**config.mk**
```make
export PLATFORM = sky130hd
export DESIGN_NAME = upk_bank_arbiter_flat
export DESIGN_NICKNAME = d
export VERILOG_FILES = /design/src/rtl/upk_bank_arbiter_if.sv /design/src/rtl/upk_bank_arbiter.sv /design/src/flat_wrapper.sv
export SDC_FILE = /design/constraint.sdc
export NUM_CORES = 1
export LEC_CHECK = 0
export ABC_AREA = 1
export BUFFER_PORTS_ARGS = -buffer_cell sky130_fd_sc_hd__buf_4
export CAP_MARGIN = 0
export CORE_ASPECT_RATIO = 1.4
export CORE_MARGIN = 4
export CORE_UTILIZATION = 35
export CTS_CLUSTER_DIAMETER = 200
export DETAILED_ROUTE_END_ITERATION = 8
export PLACE_DENSITY_LB_ADDON = 0.08
export SETUP_SLACK_MARGIN = 0.1
export SLEW_MARGIN = 15
export SYNTH_ARGS = -nofsm -noshare
export SYNTH_HDL_FRONTEND = slang
export SYNTH_SLANG_ARGS = --single-unit
export TNS_END_PERCENT = 20
```
**constraint.sdc**
```tcl
create_clock -name clk -period 2.7 [get_ports clk]
set_input_delay 0 -clock clk [delete_from_list [all_inputs] [get_ports clk]]
set_output_delay 0 -clock clk [all_outputs]
set_load 0.02 [all_outputs]
```
**src/rtl/upk_bank_arbiter_if.sv**
```systemverilog
// Request/response bus between two register-programming requesters and
// upk_bank_arbiter.
//   req_valid/req_write : per-requester request valid and direction (1 = write)
//   req_addr/req_wdata  : per-requester entry index and write data, requester i
//                         at [i*W +: W]
//   req_ready           : per-requester grant (at most one bit high)
//   rsp_valid/rsp_rdata : per-requester read response valid, shared read data
interface upk_bank_arbiter_if #(
  parameter int unsigned NUM_ENTRIES = 4,
  parameter int unsigned DATA_W      = 8
);
  localparam int unsigned ADDR_W = $clog2(NUM_ENTRIES);

  logic [1:0]          req_valid;
  logic [1:0]          req_write;
  logic [2*ADDR_W-1:0] req_addr;
  logic [2*DATA_W-1:0] req_wdata;
  logic [1:0]          req_ready;
  logic [1:0]          rsp_valid;
  logic [DATA_W-1:0]   rsp_rdata;

  modport master (
    output req_valid, req_write, req_addr, req_wdata,
    input  req_ready, rsp_valid, rsp_rdata
  );

  modport slave (
    input  req_valid, req_write, req_addr, req_wdata,
    output req_ready, rsp_valid, rsp_rdata
  );
endinterface

```
**src/rtl/upk_bank_arbiter.sv**
```systemverilog
// Two-requester round-robin controller for a working register bank with a
// shadow copy refreshed atomically on commit.
//   clk, reset    : clock, asynchronous active-high reset
//   bus           : request/response bus (slave side)
//   commit_req_i  : copy working array into shadow array
//   commit_done_o : one-cycle pulse when the shadow has been updated
//   shadow_out_o  : shadow array, entry k at [k*DATA_W +: DATA_W]
module upk_bank_arbiter #(
  parameter int unsigned NUM_ENTRIES = 4,
  parameter int unsigned DATA_W      = 8
) (
  input  logic                          clk,
  input  logic                          reset,
  upk_bank_arbiter_if.slave             bus,
  input  logic                          commit_req_i,
  output logic                          commit_done_o,
  output logic [NUM_ENTRIES*DATA_W-1:0] shadow_out_o
);
  localparam int unsigned ADDR_W = $clog2(NUM_ENTRIES);

  typedef enum logic [0:0] {StIdle, StCommit} state_e;

  state_e              state_q, state_d;
  logic                last_q, last_d;  // index of the most recently granted requester
  logic [1:0]          grant;
  logic                gwrite;
  logic [ADDR_W-1:0]   gaddr;
  logic [DATA_W-1:0]   gwdata;
  logic [DATA_W-1:0]   rd_word;
  logic [DATA_W-1:0]   work_q   [NUM_ENTRIES];
  logic [DATA_W-1:0]   shadow_q [NUM_ENTRIES];
  logic [1:0]          rsp_valid_q, rsp_valid_d;
  logic [DATA_W-1:0]   rsp_rdata_q, rsp_rdata_d;
  logic                commit_done_q, commit_done_d;

  // Arbitration and commit sequencing.
  always_comb begin
    state_d       = state_q;
    last_d        = last_q;
    grant         = 2'b00;
    commit_done_d = 1'b0;
    case (state_q)
      StIdle: begin
        if (!reset) begin
          if (bus.req_valid == 2'b11) begin
            grant = last_q ? 2'b01 : 2'b10;
          end else begin
            grant = bus.req_valid;
          end
        end
        if (commit_req_i) state_d = StCommit;
      end
      StCommit: begin
        // commit_req_i is deliberately ignored here; it is not queued.
        state_d       = StIdle;
        commit_done_d = 1'b1;
      end
      default: state_d = StIdle;
    endcase
    if (grant != 2'b00) last_d = grant[1];
  end

  // Fields of the granted requester.
  always_comb begin
    gwrite = grant[1] ? bus.req_write[1] : bus.req_write[0];
    gaddr  = grant[1] ? bus.req_addr[ADDR_W +: ADDR_W] : bus.req_addr[0 +: ADDR_W];
    gwdata = grant[1] ? bus.req_wdata[DATA_W +: DATA_W] : bus.req_wdata[0 +: DATA_W];
  end

  // Out-of-range indices match no entry, so reads return 0 and writes drop.
  always_comb begin
    rd_word = '0;
    for (int k = 0; k < NUM_ENTRIES; k++) begin
      if (gaddr == ADDR_W'(k)) rd_word = work_q[k];
    end
  end

  always_comb begin
    rsp_valid_d = gwrite ? 2'b00 : grant;
    rsp_rdata_d = rsp_rdata_q;
    if (grant != 2'b00 && !gwrite) rsp_rdata_d = rd_word;
  end

  always_ff @(posedge clk or posedge reset) begin
    if (reset) begin
      state_q       <= StIdle;
      last_q        <= 1'b1;  // favours requester 0 on the first contended cycle
      rsp_valid_q   <= '0;
      rsp_rdata_q   <= '0;
      commit_done_q <= 1'b0;
      for (int k = 0; k < NUM_ENTRIES; k++) begin
        work_q[k]   <= '0;
        shadow_q[k] <= '0;
      end
    end else begin
      state_q       <= state_d;
      last_q        <= last_d;
      rsp_valid_q   <= rsp_valid_d;
      rsp_rdata_q   <= rsp_rdata_d;
      commit_done_q <= commit_done_d;
      for (int k = 0; k < NUM_ENTRIES; k++) begin
        if (grant != 2'b00 && gwrite && gaddr == ADDR_W'(k)) work_q[k] <= gwdata;
        if (state_q == StCommit) shadow_q[k] <= work_q[k];
      end
    end
  end

  assign bus.req_ready  = grant;
  assign bus.rsp_valid  = rsp_valid_q;
  assign bus.rsp_rdata  = rsp_rdata_q;
  assign commit_done_o  = commit_done_q;

  for (genvar k = 0; k < NUM_ENTRIES; k++) begin : g_shadow
    assign shadow_out_o[k*DATA_W +: DATA_W] = shadow_q[k];
  end
endmodule

```
**src/flat_wrapper.sv**
```systemverilog
// flat-port wrapper written by rule: the top's interface ports become plain ports
module upk_bank_arbiter_flat 
#(
  parameter int unsigned NUM_ENTRIES = 4,
  parameter int unsigned DATA_W      = 8
)
  (clk, reset, commit_req_i, commit_done_o, shadow_out_o, bus_req_valid, bus_req_write, bus_req_addr, bus_req_wdata, bus_req_ready, bus_rsp_valid, bus_rsp_rdata);
  upk_bank_arbiter_if #(.NUM_ENTRIES(NUM_ENTRIES), .DATA_W(DATA_W)) bus_i ();
  input  logic clk;
  input  logic reset;
  input  logic commit_req_i;
  output logic commit_done_o;
  output logic [NUM_ENTRIES*DATA_W-1:0] shadow_out_o;
  input wire logic [$bits(bus_i.req_valid)-1:0] bus_req_valid;
  input wire logic [$bits(bus_i.req_write)-1:0] bus_req_write;
  input wire logic [$bits(bus_i.req_addr)-1:0] bus_req_addr;
  input wire logic [$bits(bus_i.req_wdata)-1:0] bus_req_wdata;
  output wire logic [$bits(bus_i.req_ready)-1:0] bus_req_ready;
  output wire logic [$bits(bus_i.rsp_valid)-1:0] bus_rsp_valid;
  output wire logic [$bits(bus_i.rsp_rdata)-1:0] bus_rsp_rdata;
  assign bus_i.req_valid = bus_req_valid;
  assign bus_i.req_write = bus_req_write;
  assign bus_i.req_addr = bus_req_addr;
  assign bus_i.req_wdata = bus_req_wdata;
  assign bus_req_ready = bus_i.req_ready;
  assign bus_rsp_valid = bus_i.rsp_valid;
  assign bus_rsp_rdata = bus_i.rsp_rdata;
  upk_bank_arbiter #(.NUM_ENTRIES(NUM_ENTRIES), .DATA_W(DATA_W)) u_core (.clk(clk), .reset(reset), .bus(bus_i), .commit_req_i(commit_req_i), .commit_done_o(commit_done_o), .shadow_out_o(shadow_out_o));
endmodule
```
==> flow_metrics.env, run 1 <==
export IMPL_status="finished clean"
export IMPL_routed_via_density=4.62
export IMPL_arrival_ns=2.40
export IMPL_synth_warnings=0
export IMPL_rsz0062_at_grt="no"
export IMPL_critPathSlowestCell="dfstp_2"
export IMPL_multi_input_area_sq_mm=0.00137
export IMPL_grt_pass1_vias=2824
export IMPL_grt_max_degree=49
export IMPL_cp_required_ns=2.95
export IMPL_crit_type="reg2reg"
export IMPL_critPathLaunchType="flip-flop"
export IMPL_cp_num_cells=8
export IMPL_peakVddDrop_uv=409
export IMPL_cts_max_path_buffers=2
export IMPL_synth_edf_count=0
export IMPL_drt_iter0_markers=211
export IMPL_dp_worst_setup_slack_ns=0.581
export IMPL_max_slew_margin_pct=64.6
export IMPL_fmax_mhz=467
export IMPL_dr_pass1_iters=4
export IMPL_seqCellArea_sq_mm=0.00193
export IMPL_dp_cells=584
export IMPL_syn2layout_area_growth_pct=28.6
export IMPL_diodes=0
export IMPL_synthCells=391
export IMPL_min_period_ns=2.14
export IMPL_crit_chain="a21oi_4, nand2_4, nand2_1, nand2_1, nand2_1, nor2_2, nand2_1, o21ai_1"
export IMPL_die_h_microns=126
export IMPL_synth_fp_nets=418
export IMPL_ctsHoldBuffers=3
export IMPL_portBuffers=71
export IMPL_h_tree_depth=3
export IMPL_setup_violations=0
export IMPL_grt_antenna_before_repair=0
export IMPL_path_delay_family="simple AND/OR/NAND/NOR gates"
export IMPL_cts_root_buffer="clkbuf_16"
export IMPL_worstMarginPinSlew_ns=0.531
export IMPL_cp_slowest_stage_delay_ns=0.55
export IMPL_drc_errors=0
export IMPL_drv_cap=0
export IMPL_worstSkewPairLatency_ns=0.33
export IMPL_start_util_pct=36.4
export IMPL_track_usage_pct=16.7
export IMPL_hold_viol=0
export IMPL_stdcell_count=603
export IMPL_routedWlPerCell_microns=14.7
export IMPL_fin_nets=493
export IMPL_cts_resized=0
export IMPL_ys_types=25
export IMPL_drive_above_1_share_pct=27.4
export IMPL_dieWidth_microns=92.5
export IMPL_hp_class="in2reg"
export IMPL_grt_ovfl_total=0
export IMPL_core_sq_mm=0.00962
export IMPL_clkSinkCount=77
export IMPL_cts_inserted_buffers=9
export IMPL_die_area_sq_mm=0.0117
export IMPL_hold_path_depth=4
export IMPL_endpoint_kind="flip-flop"
export IMPL_setup_slack_ns=0.559
export IMPL_synth_area_sq_mm=0.00350
export IMPL_slew_viol_final=0
export IMPL_worst_setup_hold_path_clk_slew_ns=0.05
export IMPL_nFillCells=993
export IMPL_dp_hpwl_microns=6510
export IMPL_synth_flop_cell="dfrtp_1"
export IMPL_final_common_cell="nand2_1"
export IMPL_core_rowCount=42
export IMPL_gp_congestion=0.793
export IMPL_wl_microns=8890
export IMPL_boundaryPins=72
export IMPL_crit_buf_inv=0
export IMPL_crit_fanout=17
export IMPL_vias=2785
export IMPL_cts_tree="done"
export IMPL_p_per_area_mw_per_mm2=1010
export IMPL_clock_skew_ns=0.00562
export IMPL_postCtsSetupRepairBufs=0
export IMPL_ys_async_sr_fraction_pct=100
export IMPL_power_leakage_uw=0.00234
export IMPL_ys_ff_latch=77
export IMPL_fin_tns_setup_ns=0
export IMPL_grt_pass1_wl_microns=15000
export IMPL_final_cell_mix="132 x nand2_1, 76 x dfrtp_1, 75 x buf_4"
export IMPL_fin_crit_sh_pct=79.3
export IMPL_syn_area_per_cell_sq_um=8.95
export IMPL_ys_seq_area_share_pct=55.1
export IMPL_cpMostUsedCell="nand2_1"
export IMPL_ant_nets=0
export IMPL_rr_worst_depth=8
-- cells by family after synthesis --
family          synth area share (%)
flops                           55.1
mux                             5.79
buf+inv                         5.90
compound gates                  7.76
simple gates                    25.5
-- through the flow --
step / utilization, % / power, uW / cell area, sq um / hold WS, ns
2_1_floorplan: - / 2660 / 3500 / 0.0664
3_3_place_gp: 43.2 / 3280 / 4150 / 0.160
3_5_place_dp: 43.2 / 3310 / 4150 / 0.166
4_1_cts: 46.8 / 4620 / 4500 / 0.00950
5_1_grt: 46.8 / 4860 / 4500 / 0.0304
6_report: 46.8 / 4550 / 4500 / 0.0200
-- cells in the mapped netlist, types with 5 or more instances --
cell type | n | area [sq um]
buf_2 | 5 | 25.0
nand2_1 | 132 | 495
mux2_2 | 18 | 203
nand3_1 | 30 | 150
nand2_2 | 5 | 31.3
o21ai_1 | 12 | 60.1
o21ai_0 | 25 | 125
inv_1 | 29 | 109
clkbuf_1 | 5 | 18.8
dfrtp_1 | 76 | 1900
nor2_1 | 17 | 63.8
a21oi_1 | 14 | 70.1
-- flip-flops by register name (all words and copies together), names as in the netlist --
name	count
u_core.state_q	1
u_core.work_q	32
u_core.commit_done_o	1
u_core.last_q	1
u_core.bus.rsp_valid	2
u_core.shadow_out_o	32
u_core.bus.rsp_rdata	8
-- power breakdown --
part           switching [uW]  internal, uW
clock                     451           837
combinational             830           597
sequential                244          1590
total                    1520          3020
-- area by class of cell --
cell class | instances | share of cell area (%)
clock inverter | 3 | 1.53
inverter | 33 | 2.86
sequential | 77 | 42.9
timing repair buffer | 78 | 13.2
multi-input combinational | 267 | 30.3
tap | 132 | 3.67
clock buffer | 13 | 5.56
-- routing by layer --
metal | global-route usage [%] | up-vias | share of wire [%]
met5 | 0 | - | 0
met4 | 5.60 | 0 | 1.7
met3 | 4.09 | 15 | 5.0
met2 | 26.1 | 69 | 49
met1 | 22.7 | 1296 | 45
li1 | - | 1405 | -
-- worst register-to-register path: cells and delay by family (launching register included) --
kind,cells,cell delay (ns)
and+or+nand+nor,6,1.36
DFF,1,0.55
AOI/OAI and AO/OA,2,0.17
-- path summary, 6_finish.rpt --
path,end,slack [ns],startpoint
min in group asynchronous,u_core.state_q$_DFF_PP0_,0.34,reset
setup reg to reg,u_core.work_q[16]$_DFFE_PP0P_,0.56,u_core.last_q$_DFFE_PP1N_
hold / removal,u_core.bus.rsp_valid[0]$_DFF_PP0_,0.02,bus_req_write[0]
setup / recovery,u_core.work_q[16]$_DFFE_PP0P_,0.56,u_core.last_q$_DFFE_PP1N_
hold reg to reg,u_core.bus.rsp_rdata[7]$_DFFE_PP0P_,0.48,u_core.bus.rsp_rdata[7]$_DFFE_PP0P_
max in group asynchronous,u_core.shadow_out_o[16]$_DFFE_PP0P_,1.95,reset
No activity file was read; power rests on OpenSTA's default activity.
==> inputs of run 2 (changes only) <==
==> constraint.sdc (replaced) <==
create_clock -name clk -period 1.72 [get_ports clk]
set_input_delay 0 -clock clk [delete_from_list [all_inputs] [get_ports clk]]
set_output_delay 0 -clock clk [all_outputs]
set_load 0.02 [all_outputs]
==> flow_metrics.env, run 2 (synthesized netlist as in run 1, its figures left out) <==
export IMPL_boundaryPins=72
export IMPL_worstSkewPairLatency_ns=0.33
export IMPL_clock_skew_ns=0.00552
export IMPL_gp_congestion=0.889
export IMPL_worstMarginPinSlew_ns=0.518
export IMPL_cp_required_ns=1.99
export IMPL_clockPowerShare_pct=27.6
export IMPL_min_period_ns=1.64
export IMPL_p_comb_share_pct=32.8
export IMPL_syn2layout_area_growth_pct=40.5
export IMPL_peakVddDrop_uv=624
export IMPL_fmax_mhz=610
export IMPL_worst_setup_hold_path_clk_slew_ns=0.06
export IMPL_diodes=0
export IMPL_rsz0062_at_grt="yes"
export IMPL_power_frac_seq_pct=39.6
export IMPL_nFillCells=918
export IMPL_portBuffers=71
export IMPL_vias=2889
export IMPL_core_sq_mm=0.00962
export IMPL_grt_max_degree=49
export IMPL_critPathLaunchType="flip-flop"
export IMPL_arrival_ns=1.91
export IMPL_cts_tree="done"
export IMPL_seqCellArea_sq_mm=0.00193
export IMPL_crit_fanout=6
export IMPL_grt_ovfl_total=0
export IMPL_multi_input_area_sq_mm=0.00150
export IMPL_crit_type="reg2reg"
export IMPL_final_cell_mix="122 x nand2_1, 91 x buf_4, 76 x dfrtp_1"
export IMPL_slew_viol_final=0
export IMPL_wl_microns=9500
export IMPL_routedWlPerCell_microns=15.0
export IMPL_hp_class="in2reg"
export IMPL_p_per_area_mw_per_mm2=1480
export IMPL_routed_via_density=4.56
export IMPL_start_util_pct=36.4
export IMPL_dr_pass1_iters=4
export IMPL_h_tree_depth=3
export IMPL_drt_iter0_markers=116
export IMPL_cts_max_path_buffers=2
export IMPL_grt_pass1_wl_microns=14600
export IMPL_drive_above_1_share_pct=34.7
export IMPL_setup_violations=0
export IMPL_fin_crit_sh_pct=95.3
export IMPL_grt_antenna_before_repair=0
export IMPL_switchingPower_uw=2480
export IMPL_p_sw_share_pct=34.0
export IMPL_power_leakage_uw=0.00253
export IMPL_grt_pass1_vias=2794
export IMPL_max_slew_margin_pct=65.5
export IMPL_p_int_uw=4800
export IMPL_setup_slack_ns=0.0808
export IMPL_core_rowCount=42
export IMPL_track_usage_pct=16.3
export IMPL_dp_worst_setup_slack_ns=0.0231
export IMPL_cts_root_buffer="clkbuf_16"
export IMPL_fin_nets=523
export IMPL_final_util_pct=51.1
export IMPL_cts_inserted_buffers=9
export IMPL_ant_nets=0
export IMPL_die_area_sq_mm=0.0117
export IMPL_clkSinkCount=77
export IMPL_status="finished clean"
export IMPL_die_h_microns=126
export IMPL_hold_viol=0
export IMPL_dp_hpwl_microns=6600
export IMPL_final_common_cell="nand2_1"
export IMPL_timing_hold_ws_ns=0.133
export IMPL_endpoint_kind="flip-flop"
export IMPL_dieWidth_microns=92.5
export IMPL_drc_errors=0
export IMPL_drv_cap=0
run 2: changes by cell type in the layout (fill, tap and decap cells not counted), sizes merged:
cell	delta
clkbuf	-2
clkinvlp	+2
nor2	+3
clkinv	+1
buf	+24
nand2	+2
run 2: path summary, 6_finish.rpt:
path / startpoint / to / slack (ns) / cells after the start
min in group asynchronous: reset / u_core.bus.rsp_valid[0]$_DFF_PP0_ / 0.19 / 3
max in group asynchronous: reset / u_core.work_q[23]$_DFFE_PP0P_ / 0.98 / 4
max: u_core.last_q$_DFFE_PP1N_ / u_core.work_q[8]$_DFFE_PP0P_ / 0.08 / 10
min: bus_req_wdata[8] / u_core.work_q[16]$_DFFE_PP0P_ / 0.13 / 5
min reg2reg: u_core.bus.rsp_rdata[0]$_DFFE_PP0P_ / u_core.bus.rsp_rdata[0]$_DFFE_PP0P_ / 0.48 / 2
max reg2reg: u_core.last_q$_DFFE_PP1N_ / u_core.work_q[8]$_DFFE_PP0P_ / 0.08 / 10
run 2: cell type report:
type                       count  share of cell area [%]
multi-input combinational    272                    30.6
clock inverter                 6                    1.76
timing repair buffer         103                    17.7
inverter                      33                    2.70
tap                          132                    3.36
sequential                    77                    39.2
clock buffer                  10                    4.66
run 2: repair_timing:
| action | CTS | global route |
|---|---|---|
| endpoints found under the setup margin | 34 | 40 |
| setup buffers | 1 | 8 |
| gates resized for setup | 2 | 34 |
| hold buffers | 3 | 0 |
| cloned | 0 | 6 |
| endpoints found under the hold margin | 79 | 0 |
| pin swaps | 1 | 16 |
run 2: worst max-delay path, cell delays in order, from the launching register on:
cell and delay [ns]:
dfstp_2 0.38, a21oi_4 0.27, nand2_4 0.12, clkinv_4 0.07
nand2_4 0.06, nand2_8 0.12, nand2_8 0.10, buf_12 0.16
nor2_8 0.14, nand2_1 0.08, nand2_1 0.07
run 2: metrics by stage:
stage / TNS, ns / std cells / power, uW / instance area [sq um]
CTS: 0 / 619 / 7260 / 4670
global route: -0.00597 / 633 / 7720 / 4920
floorplan: 0 / 391 / 4170 / 3500
finish: 0 / 633 / 7280 / 4920
detailed placement: 0 / 599 / 5210 / 4290
global placement: 0 / 599 / 5180 / 4290
run 2: layer usage:
metal | global-route usage (%) | up-vias | wire [microns]
li1 | - | 1471 | -
met1 | 20.3 | 1349 | 3960
met2 | 27.6 | 60 | 5010
met3 | 2.96 | 9 | 429
met4 | 6.56 | 0 | 110
met5 | 0 | - | 0
run 2: power groups by stage:
stage | logic (uW) | registers [uW] | clock network (uW)
6_report | 2390 | 2880 | 2010
5_1_grt | 2610 | 2970 | 2130
4_1_cts | 2310 | 2890 | 2050
3_5_place_dp | 2290 | 2920 | 0
3_3_place_gp | 2270 | 2910 | 0
2_1_floorplan | 904 | 3270 | 0
==> inputs of run 3 (changes only) <==
--- a/config.mk
+++ b/config.mk
@@ -13,7 +13,7 @@
 export CORE_UTILIZATION = 35
 export CTS_CLUSTER_DIAMETER = 200
 export DETAILED_ROUTE_END_ITERATION = 8
-export PLACE_DENSITY_LB_ADDON = 0.08
+export PLACE_DENSITY = 0.59
 export SETUP_SLACK_MARGIN = 0.1
 export SLEW_MARGIN = 15
 export SYNTH_ARGS = -nofsm -noshare
==> flow_metrics.env, run 3 (synthesized netlist as in run 1, its figures left out) <==
export IMPL_grt_pass1_vias=2995
export IMPL_die_area_sq_mm=0.0117
export IMPL_grt_max_degree=49
export IMPL_drt_iter0_markers=123
export IMPL_dp_hpwl_microns=6930
export IMPL_slew_viol_final=0
export IMPL_routed_via_density=4.62
export IMPL_final_cell_mix="122 x nand2_1, 88 x buf_4, 76 x dfrtp_1"
export IMPL_grt_pass1_wl_microns=15500
export IMPL_boundaryPins=72
export IMPL_cts_root_buffer="clkbuf_16"
export IMPL_die_h_microns=126
export IMPL_ant_nets=0
export IMPL_worst_setup_hold_path_clk_slew_ns=0.06
export IMPL_crit_type="reg2reg"
export IMPL_fmax_mhz=617
export IMPL_fin_tns_setup_ns=0
export IMPL_setup_violations=0
export IMPL_start_util_pct=36.4
export IMPL_grt_antenna_before_repair=0
export IMPL_syn2layout_area_growth_pct=38.0
export IMPL_hp_class="in2reg"
export IMPL_timing_hold_ws_ns=-0.0111
export IMPL_peakVddDrop_uv=743
export IMPL_worstSkewPairLatency_ns=0.34
export IMPL_final_common_cell="nand2_1"
export IMPL_dieWidth_microns=92.5
export IMPL_hold_viol=1
export IMPL_power_leakage_uw=0.00246
export IMPL_min_period_ns=1.62
export IMPL_cts_max_path_buffers=2
export IMPL_diodes=0
export IMPL_dr_pass1_iters=4
export IMPL_worstMarginPinSlew_ns=0.549
export IMPL_rsz0062_at_grt="yes"
export IMPL_arrival_ns=1.85
export IMPL_wl_microns=9550
export IMPL_endpoint_kind="flip-flop"
export IMPL_fin_crit_sh_pct=94.3
export IMPL_drc_errors=0
export IMPL_crit_fanout=7
export IMPL_vias=2895
export IMPL_routedWlPerCell_microns=15.3
export IMPL_violations="negative hold slack"
export IMPL_h_tree_depth=3
export IMPL_clkSinkCount=77
export IMPL_portBuffers=71
export IMPL_drv_cap=0
export IMPL_nFillCells=948
export IMPL_gp_congestion=0.864
export IMPL_p_per_area_mw_per_mm2=1480
export IMPL_cp_required_ns=1.94
export IMPL_core_rowCount=42
export IMPL_max_slew_margin_pct=63.4
export IMPL_critPathLaunchType="flip-flop"
export IMPL_fin_nets=517
export IMPL_status="complete, but fails checks"
export IMPL_track_usage_pct=17.4
export IMPL_drive_above_1_share_pct=34.0
export IMPL_clock_skew_ns=0.00764
export IMPL_cts_inserted_buffers=9
export IMPL_core_sq_mm=0.00962
export IMPL_grt_ovfl_total=0
export IMPL_cts_tree="done"
-- run 3: final cells by class --
class / count / area [sq um] / share of cell area (%)
Timing Repair Buffer: 99 / 806 / 16.7
Inverter: 33 / 133 / 2.75
Tap cell: 132 / 165 / 3.42
Multi-Input combinational cell: 270 / 1500 / 31.1
Clock buffer: 15 / 298 / 6.17
Sequential cell: 77 / 1930 / 39.9
-- run 3: per-stage QoR --
step	utilization [%]	setup slack (ns)	instances	power [uW]	instance area, sq um
2_1_floorplan	-	0.215	391	4170	3500
3_3_place_gp	44.4	0.0664	596	5190	4270
3_5_place_dp	44.4	0.0134	596	5230	4270
4_1_cts	49.0	0.0814	621	7160	4710
5_1_grt	50.2	0.0105	626	7570	4830
6_report	50.2	0.0983	626	7130	4830
-- run 3: worst paths after layout --
kind / from / end / slack, ns / cells past startpoint
worst max-delay path: u_core.state_q$_DFF_PP0_ / u_core.work_q[17]$_DFFE_PP0P_ / 0.1 / 8
worst min-delay path: bus_req_valid[1] / u_core.bus.rsp_valid[0]$_DFF_PP0_ / -0.01 / 4
worst max register to register: u_core.state_q$_DFF_PP0_ / u_core.work_q[17]$_DFFE_PP0P_ / 0.1 / 8
worst min register to register: u_core.bus.rsp_rdata[7]$_DFFE_PP0P_ / u_core.bus.rsp_rdata[7]$_DFFE_PP0P_ / 0.48 / 2
max in group asynchronous: reset / u_core.shadow_out_o[13]$_DFFE_PP0P_ / 0.92 / 4
min in group asynchronous: reset / u_core.bus.rsp_valid[1]$_DFF_PP0_ / 0.37 / 4
-- run 3: timing repair --
action                                 in CTS  in global routing
setup endpoints to repair                  32                 40
pin swaps                                   8                 14
hold buffers                                3                  1
resized for setup                          12                 23
buffers inserted                            5                  3
cloned                                      2                  1
endpoints found under the hold margin      78                  1
-- run 3: per-layer routing --
| layer | wire [microns] | track usage, % |
|---|---|---|
| met2 | 4900 | 29.2 |
| met4 | 214 | 7.70 |
| met3 | 390 | 3.38 |
| met1 | 4050 | 21.6 |
| met5 | 0 | 0 |
-- run 3: critical path, cell delays in order, from the launching register on --
cell	delay (ns)
dfrtp_1	0.40
nor2_4	0.20
buf_6	0.15
nand3b_1	0.12
nand2_4	0.18
nand2_4	0.07
buf_4	0.15
o21ai_0	0.15
nand2_1	0.06
-- run 3: power breakdown --
| group | internal, uW | switching [uW] |
|---|---|---|
| sequential | 2490 | 392 |
| combinational | 1020 | 1370 |
| clock | 1170 | 692 |
| total | 4680 | 2460 |
